===== src/rtl/definitions.sv =====
// Shared widths and fetch-stage types for the core.
package definitions;
  localparam int P_WIDTH = 8;
  localparam int I_WIDTH = 9;

  typedef enum logic [1:0] {FS_IDLE, FS_RUN, FS_HALTED} fetch_state_t;

  localparam logic [I_WIDTH-1:0] HALT_OPCODE = 9'h1FF;
endpackage


===== src/rtl/fetch_unit.sv =====
// Instruction fetch: owns the PC, drives the ROM address, registers the fetched word into IR.
module fetch_unit
  import definitions::*;
#(
  parameter logic [P_WIDTH-1:0] RESET_PC   = '0,
  parameter logic [I_WIDTH-1:0] HALT_INSTR = HALT_OPCODE,
  parameter int                 CNT_WIDTH  = 16
) (
  input  logic                 clk,
  input  logic                 rst_n,
  input  logic                 start,
  input  logic                 stall,
  input  logic                 branch_taken,
  input  logic [P_WIDTH-1:0]   branch_target,
  output logic [P_WIDTH-1:0]   rom_addr,
  input  logic [I_WIDTH-1:0]   rom_instr,
  output logic [I_WIDTH-1:0]   ir,
  output logic [P_WIDTH-1:0]   ir_pc,
  output logic                 ir_valid,
  output logic                 busy,
  output logic                 done,
  output logic [CNT_WIDTH-1:0] fetch_count
);

  fetch_state_t         r_state, w_state_nxt;
  logic [P_WIDTH-1:0]   r_pc;
  logic [I_WIDTH-1:0]   r_ir;
  logic [P_WIDTH-1:0]   r_ir_pc;
  logic                 r_ir_valid;
  logic [CNT_WIDTH-1:0] r_cnt;

  logic w_run, w_start, w_branch, w_issue, w_halt;

  // Branch wins over stall; start is only honoured outside RUN.
  assign w_run    = (r_state == FS_RUN);
  assign w_start  = start && !w_run;
  assign w_branch = w_run && branch_taken;
  assign w_issue  = w_run && !branch_taken && !stall;
  assign w_halt   = w_issue && (rom_instr == HALT_INSTR);

  always_ff @(posedge clk or negedge rst_n) begin
    if (!rst_n) r_state <= FS_IDLE;
    else        r_state <= w_state_nxt;
  end

  always_comb begin
    w_state_nxt = r_state;
    case (r_state)
      FS_IDLE:   if (w_start) w_state_nxt = FS_RUN;
      FS_RUN:    if (w_halt)  w_state_nxt = FS_HALTED;
      FS_HALTED: if (w_start) w_state_nxt = FS_RUN;
      default:   w_state_nxt = FS_IDLE;
    endcase
  end

  always_ff @(posedge clk or negedge rst_n) begin
    if (!rst_n) begin
      r_pc       <= RESET_PC;
      r_ir       <= '0;
      r_ir_pc    <= '0;
      r_ir_valid <= 1'b0;
    end else if (w_start) begin
      r_pc       <= RESET_PC;
      r_ir_valid <= 1'b0;
    end else if (w_branch) begin
      // The word fetched this cycle is wrong-path; drop it and refetch at target.
      r_pc       <= branch_target;
      r_ir_valid <= 1'b0;
    end else if (w_issue) begin
      r_ir       <= rom_instr;
      r_ir_pc    <= r_pc;
      r_ir_valid <= 1'b1;
      r_pc       <= r_pc + 1'b1;
    end else if (!w_run) begin
      r_ir_valid <= 1'b0;
    end
  end

  always_ff @(posedge clk or negedge rst_n) begin
    if (!rst_n)                 r_cnt <= '0;
    else if (w_start)           r_cnt <= '0;
    else if (w_issue && ~&r_cnt) r_cnt <= r_cnt + 1'b1;
  end

  assign rom_addr    = r_pc;
  assign ir          = r_ir;
  assign ir_pc       = r_ir_pc;
  assign ir_valid    = r_ir_valid;
  assign busy        = (r_state == FS_RUN);
  assign done        = (r_state == FS_HALTED);
  assign fetch_count = r_cnt;

endmodule


===== config.mk =====
export PLATFORM = sky130hd
export DESIGN_NAME = fetch_unit
export DESIGN_NICKNAME = d
export VERILOG_FILES = /design/src/rtl/definitions.sv /design/src/rtl/fetch_unit.sv
export SDC_FILE = /design/constraint.sdc
export NUM_CORES = 1
export LEC_CHECK = 0
export ABC_AREA = 1
export CORE_ASPECT_RATIO = 1.4
export CORE_MARGIN = 2
export CORE_UTILIZATION = 35
export CTS_BUF_LIST = sky130_fd_sc_hd__clkbuf_2
export CTS_CLUSTER_SIZE = 14
export DETAILED_ROUTE_END_ITERATION = 7
export PLACE_DENSITY = 0.69
export SLEW_MARGIN = 20
export SYNTH_ARGS = -nofsm -noshare
export SYNTH_HDL_FRONTEND = slang
export SYNTH_SLANG_ARGS = --single-unit

===== constraint.sdc =====
create_clock -name clk -period 3.2 [get_ports clk]
set_clock_uncertainty 0.1 [all_clocks]
set_input_delay 0.32 -clock clk [delete_from_list [all_inputs] [get_ports clk]]
set_output_delay 0.32 -clock clk [all_outputs]
set_load 0.02 [all_outputs]

---- Yosys cells after proc, flatten, opt, wreduce, memory -nomap -nowiden ----
Cells that the tools add are included.
storage, ports and cells
  register bits after elaboration ......... 44
  input port bits ......................... 22
  output and inout port bits .............. 44
  word-level logic and storage cells ...... 45
cells by class
  $add $sub $neg .......................... 2
  equal/unequal tests ..................... 6
  multiplexer cells ....................... 12
  bitwise operators ....................... 2
  reduce and logical (&&, ||, !) cells .... 17
operators by type and width
  cell                                                                     count
  16-bit 2-to-1 mux                                                        2
  8-bit 2-to-1 mux                                                         3
  16-bit by 1-bit adder with 16-bit output, second input constant          1
  16-bit AND reduction                                                     1
  9-bit equality test, second input constant                               1
  8-bit by 1-bit adder with 8-bit output, second input constant            1
  1-bit logical AND                                                        6
  1-bit zero test                                                          4
  1-bit 2-to-1 mux                                                         4
  2-bit 2-to-1 mux                                                         2
  2-bit by 1-bit inequality test with 1-bit output, second input constant  2
  4-bit by 1-bit inequality test with 1-bit output, second input constant  1
  2-bit case mux with 2 select lines                                       1
  3-bit AND reduction                                                      1
  3-bit nonzero test                                                       1
  2-bit by 1-bit equality test with 1-bit output, second input constant    1
  2-bit equality test, second input constant                               1
  2-bit zero test                                                          1
  1-bit inverter                                                           2
  2-bit AND reduction                                                      1
  2-bit nonzero test                                                       1
  2-bit OR reduction                                                       1

---- Longest topological paths before layout ----
  depth in word-level cells ............... 6
  gate-level depth with buffers ........... 10
  mapped depth without buffers ............ 9

---- Worst setup path before layout ----
OpenSTA, ideal clock, no wires.
  path type ............................... flip-flop to flip-flop
  start ................................... register r_cnt[0], in the netlist fetch_count[0]
  end ..................................... register r_cnt[12], in the netlist fetch_count[12]
  library setup time ...................... 66 ps
  arrival time ............................ 1659 ps
  required time ........................... 3034 ps
  slack ................................... 1376 ps
  stages on the path, launching flop included .. 11
  buffers on the path ..................... 1
  period minus slack after synthesis ...... 1824 ps
  cell sequence ........................... dfrtp_1 -> ha_1 -> nand2_1 -> nor2_4 -> nand2_2 -> nor2_4 -> nor2_8 -> nor2_8 -> buf_6 -> nand2_1 -> nand2_1
between the ends
  longest elaborated chain between the ends .. 4
  elaborated cells between the ends (all ways) .. 7
  those cells by class .................... add/sub (1); mux (2); reduce/logical (4)
ends and longest elaborated chain
  element                                                                                           RTL line          RTL
  from (decl)                                                                                       fetch_unit.sv:30  logic [CNT_WIDTH-1:0] r_cnt;
  from (signal assigned)                                                                            fetch_unit.sv:82  else if (w_issue && ~&r_cnt) r_cnt <= r_cnt + 1'b1;
  parallel branches: the longest is 4 deep, another holds 16-bit by 1-bit adder with 16-bit output  -
Parallel ways; which one is timed is not known. The select of a mux whose other input is x is not followed.
A chain may end at the register's enable or synchronous reset.

---- Final worst setup path ----
  start ................................... register r_state[0]
  end ..................................... output port busy
between the ends
  longest elaborated chain between the ends .. 1
ends and longest elaborated chain
  element                                         RTL line          RTL
  from (decl)                                     fetch_unit.sv:25  fetch_state_t r_state, w_state_nxt;
  from (signal assigned)                          fetch_unit.sv:43  else r_state <= w_state_nxt;
  2-bit by 1-bit equality test with 1-bit output  fetch_unit.sv:89  assign busy = (r_state == FS_RUN);
  to (decl)                                       fetch_unit.sv:20  output logic busy,
No other way between the ends.

==> summary.txt <==
Row cnt -> 35
LEAKAGE -> 1.46 nW
Fin nets -> 401
Post-route ant nets -> 0
Relative slew margins -> 59.5%
Routability congestion estimate -> 0.855
CP Launch Type -> flop
Syn_nets -> 335
WHS -> 0.309 ns
GRT Util Overall -> 16.7%
Diodes inserted -> 0
Chip width -> 73.6 um
Full die area -> 7470 um^2
Remaining global-route overflow -> 0
Ys async rst share -> 100%
Final wirelength -> 6010 um
Hold Vio Cnt, Final -> 0
Final min period -> 2.10 ns
CTS max path bufs -> 2
Most frequent cells in the layout -> nand2_1 (116), clkdlybuf4s50_1 (64), dfrtp_1 (44), nor2_1 (32), inv_1 (20)
IO buf count -> 65
Number of synthesized register bits -> 44
Post_cts resized -> 0
Total Power -> 1.85 mW
CTS tree -> yes
CP startpoint -> r_state[0]
Unrepaired setup endpoints after global routing -> no
Max Used Layer -> met4
Crit. End Element -> output port
Met3 routed WL -> 274 um
Die Ht -> 101 um
Least-Margin Pin Slew -> 0.606 ns
Largest net degree at the start of global routing -> 45
Final Cycle Share -> 65.8%
Global-route wire length before repair -> 9940 um
Final TNS setup -> 0 ns
Status -> completed
Clock root buffer -> clkbuf_2
Fin. max-slew vios -> 0
CP delay by family, top -> buffers and inverters
Area of the core -> 6570 um^2
Number of synthesized flops with an enable pin -> 0
Via count -> 2286
Seq/Total Area, Yosys -> 46.3%
Number of buffers created by CTS -> 5
YS warnings -> 0
Worst hold path class -> input port to async pin
Fin util -> 47.9%
Critical Path AT -> 1.68 ns
Worst setup margin -> 1.10 ns
Initial DRT Pass Iterations -> 4
Sw frac -> 38.6%
Highest Clock Rate -> 0.475 GHz
Pwr per Cell Area -> 589 nW/um^2
VDD IR max -> 0.326 mV
Crit path max fanout -> 5
Crit-path max cell delay -> 0.62 ns
Setup Fix Bufs, Post-CTS -> 0
Crit-path slowest cell -> clkdlybuf4s50_1
RR Startpoint -> fetch_count[0]
Area Growth Syn to Fin -> 32.5%
Setup CP Type -> flop to output port
Layout cells sized above 1 -> 8.20%
Cells after Synth -> 311
Setup slack, reg-to-reg -> 1.23 ns
DRC Markers -> 0
Initial antenna violation count -> 0
WL/cell -> 13.3 um
Commonest non-fill, non-tap cell in the layout -> nand2_1
Clk slew on worst S/H paths -> 0.21 ns
Logic pwr share -> 39.5%
Crit-path cells -> inv_2, nor2_4, clkdlybuf4s50_1
Post-Syn Area per Cell -> 7.64 um^2
Maxcap violations -> 0
I/O Pins -> 66
Net Switching -> 0.716 mW
Worst path bufs/invs -> 2
H-tree level count -> 2
Via density -> 5.06
Vias in the first global route -> 2148
Fillers -> 667
Post-synth top area share -> 46.3%
Yosys cell types -> 25
Starting DRC count in detailed routing -> 103
Starting density of the core -> 36.2%
Sequential power share -> 43.5%
Post-Syn Area -> 2380 um^2
Internal power -> 1.14 mW
Synth top area cells -> dfrtp_1 (46%), nand2_1 (18%), nor2_1 (5.1%), nand4_1 (4.7%), nand3_1 (3.4%)
Final setup violation count -> 0
Crit path required time -> 2.78 ns
Wl on met1 -> 2560 um
Post-synth top area cell -> dfrtp_1
Synth Flop Type -> dfrtp_1
Clk pwr share -> 17.0%
Clock Sink Count -> 44
Setup WS pre-CTS -> 0.990 ns
Worst-skew pair later-pin latency -> 0.41 ns
Post-DP HPWL -> 4360 um
WL met2 -> 3100 um
==> metal layers <==
| layer | up-vias | track usage [%] |
|---|---|---|
| met3 | 9 | 3.08 |
| met5 | - | 0 |
| met1 | 1081 | 20.9 |
| met4 | 0 | 5.03 |
| li1 | 1127 | - |
| met2 | 69 | 29.0 |
==> power by group through the flow <==
| stage | registers (mW) | clock network [mW] | logic, mW |
|---|---|---|---|
| 5_1_grt | 0.826 | 0.349 | 0.799 |
| 4_1_cts | 0.809 | 0.327 | 0.742 |
| 3_5_place_dp | 0.817 | 0 | 0.736 |
| 2_1_floorplan | 0.925 | 0 | 0.276 |
| 6_report | 0.806 | 0.315 | 0.733 |
| 3_3_place_gp | 0.818 | 0 | 0.725 |
==> through the flow <==
step / std cells / area [um^2]
4_1_cts: 452 / 3150
3_5_place_dp: 443 / 3070
5_1_grt: 452 / 3150
2_1_floorplan: 311 / 2380
3_3_place_gp: 443 / 3070
6_report: 452 / 3150
==> kinds of logic (layout without fill, tap and decap cells) <==
logic type      count (synthesis)  count (layout)  synth area share [%]
fa+ha+maj                       2               2                  1.05
compound gates                 26              26                  6.06
simple gates                  197             197                  37.6
buf+inv                        35             102                  6.37
xor+xnor                        7               7                  2.58
flops                          44              44                  46.3
==> final timing paths <==
check	endpoint	depth (start not counted)
setup / recovery	busy	3
hold / removal	fetch_count[10]	2
setup reg to reg	fetch_count[12]	9
hold reg to reg	ir[4]	2
max in group asynchronous	fetch_count[12]	2
min in group clk	ir[4]	3
==> registers in the layout, indices dropped and copies added, names as in the netlist <==
| register | cells |
|---|---|
| ir | 9 |
| ir_pc | 8 |
| ir_valid | 1 |
| fetch_count | 16 |
| r_state | 2 |
| rom_addr | 8 |
==> cell usage after synthesis, drive strengths merged (3+ instances only) <==
cell type  instances
o21bai             3
buf                4
nand2            119
inv               27
clkbuf             4
or2                3
xor2               7
nor2              40
nand4             18
nand3             16
o21ai             18
dfrtp             44
==> cell type report <==
class                      count  area [um^2]  share of cell area (%)
clock buffer                   6         30.0                   0.954
sequential                    44         1100                    35.0
inverter                      27          101                    3.22
clock inverter                 2         35.0                    1.11
timing repair buffer          67          666                    21.1
multi-input combinational    232         1120                    35.7
tap                           74         92.6                    2.94
==> repair_timing <==
action	4_1_cts	5_1_grt
hold endpoints to repair	44	0
setup endpoints to repair	0	0
hold buffers	1	0
Note: power is estimated with default switching activity, not from simulation.
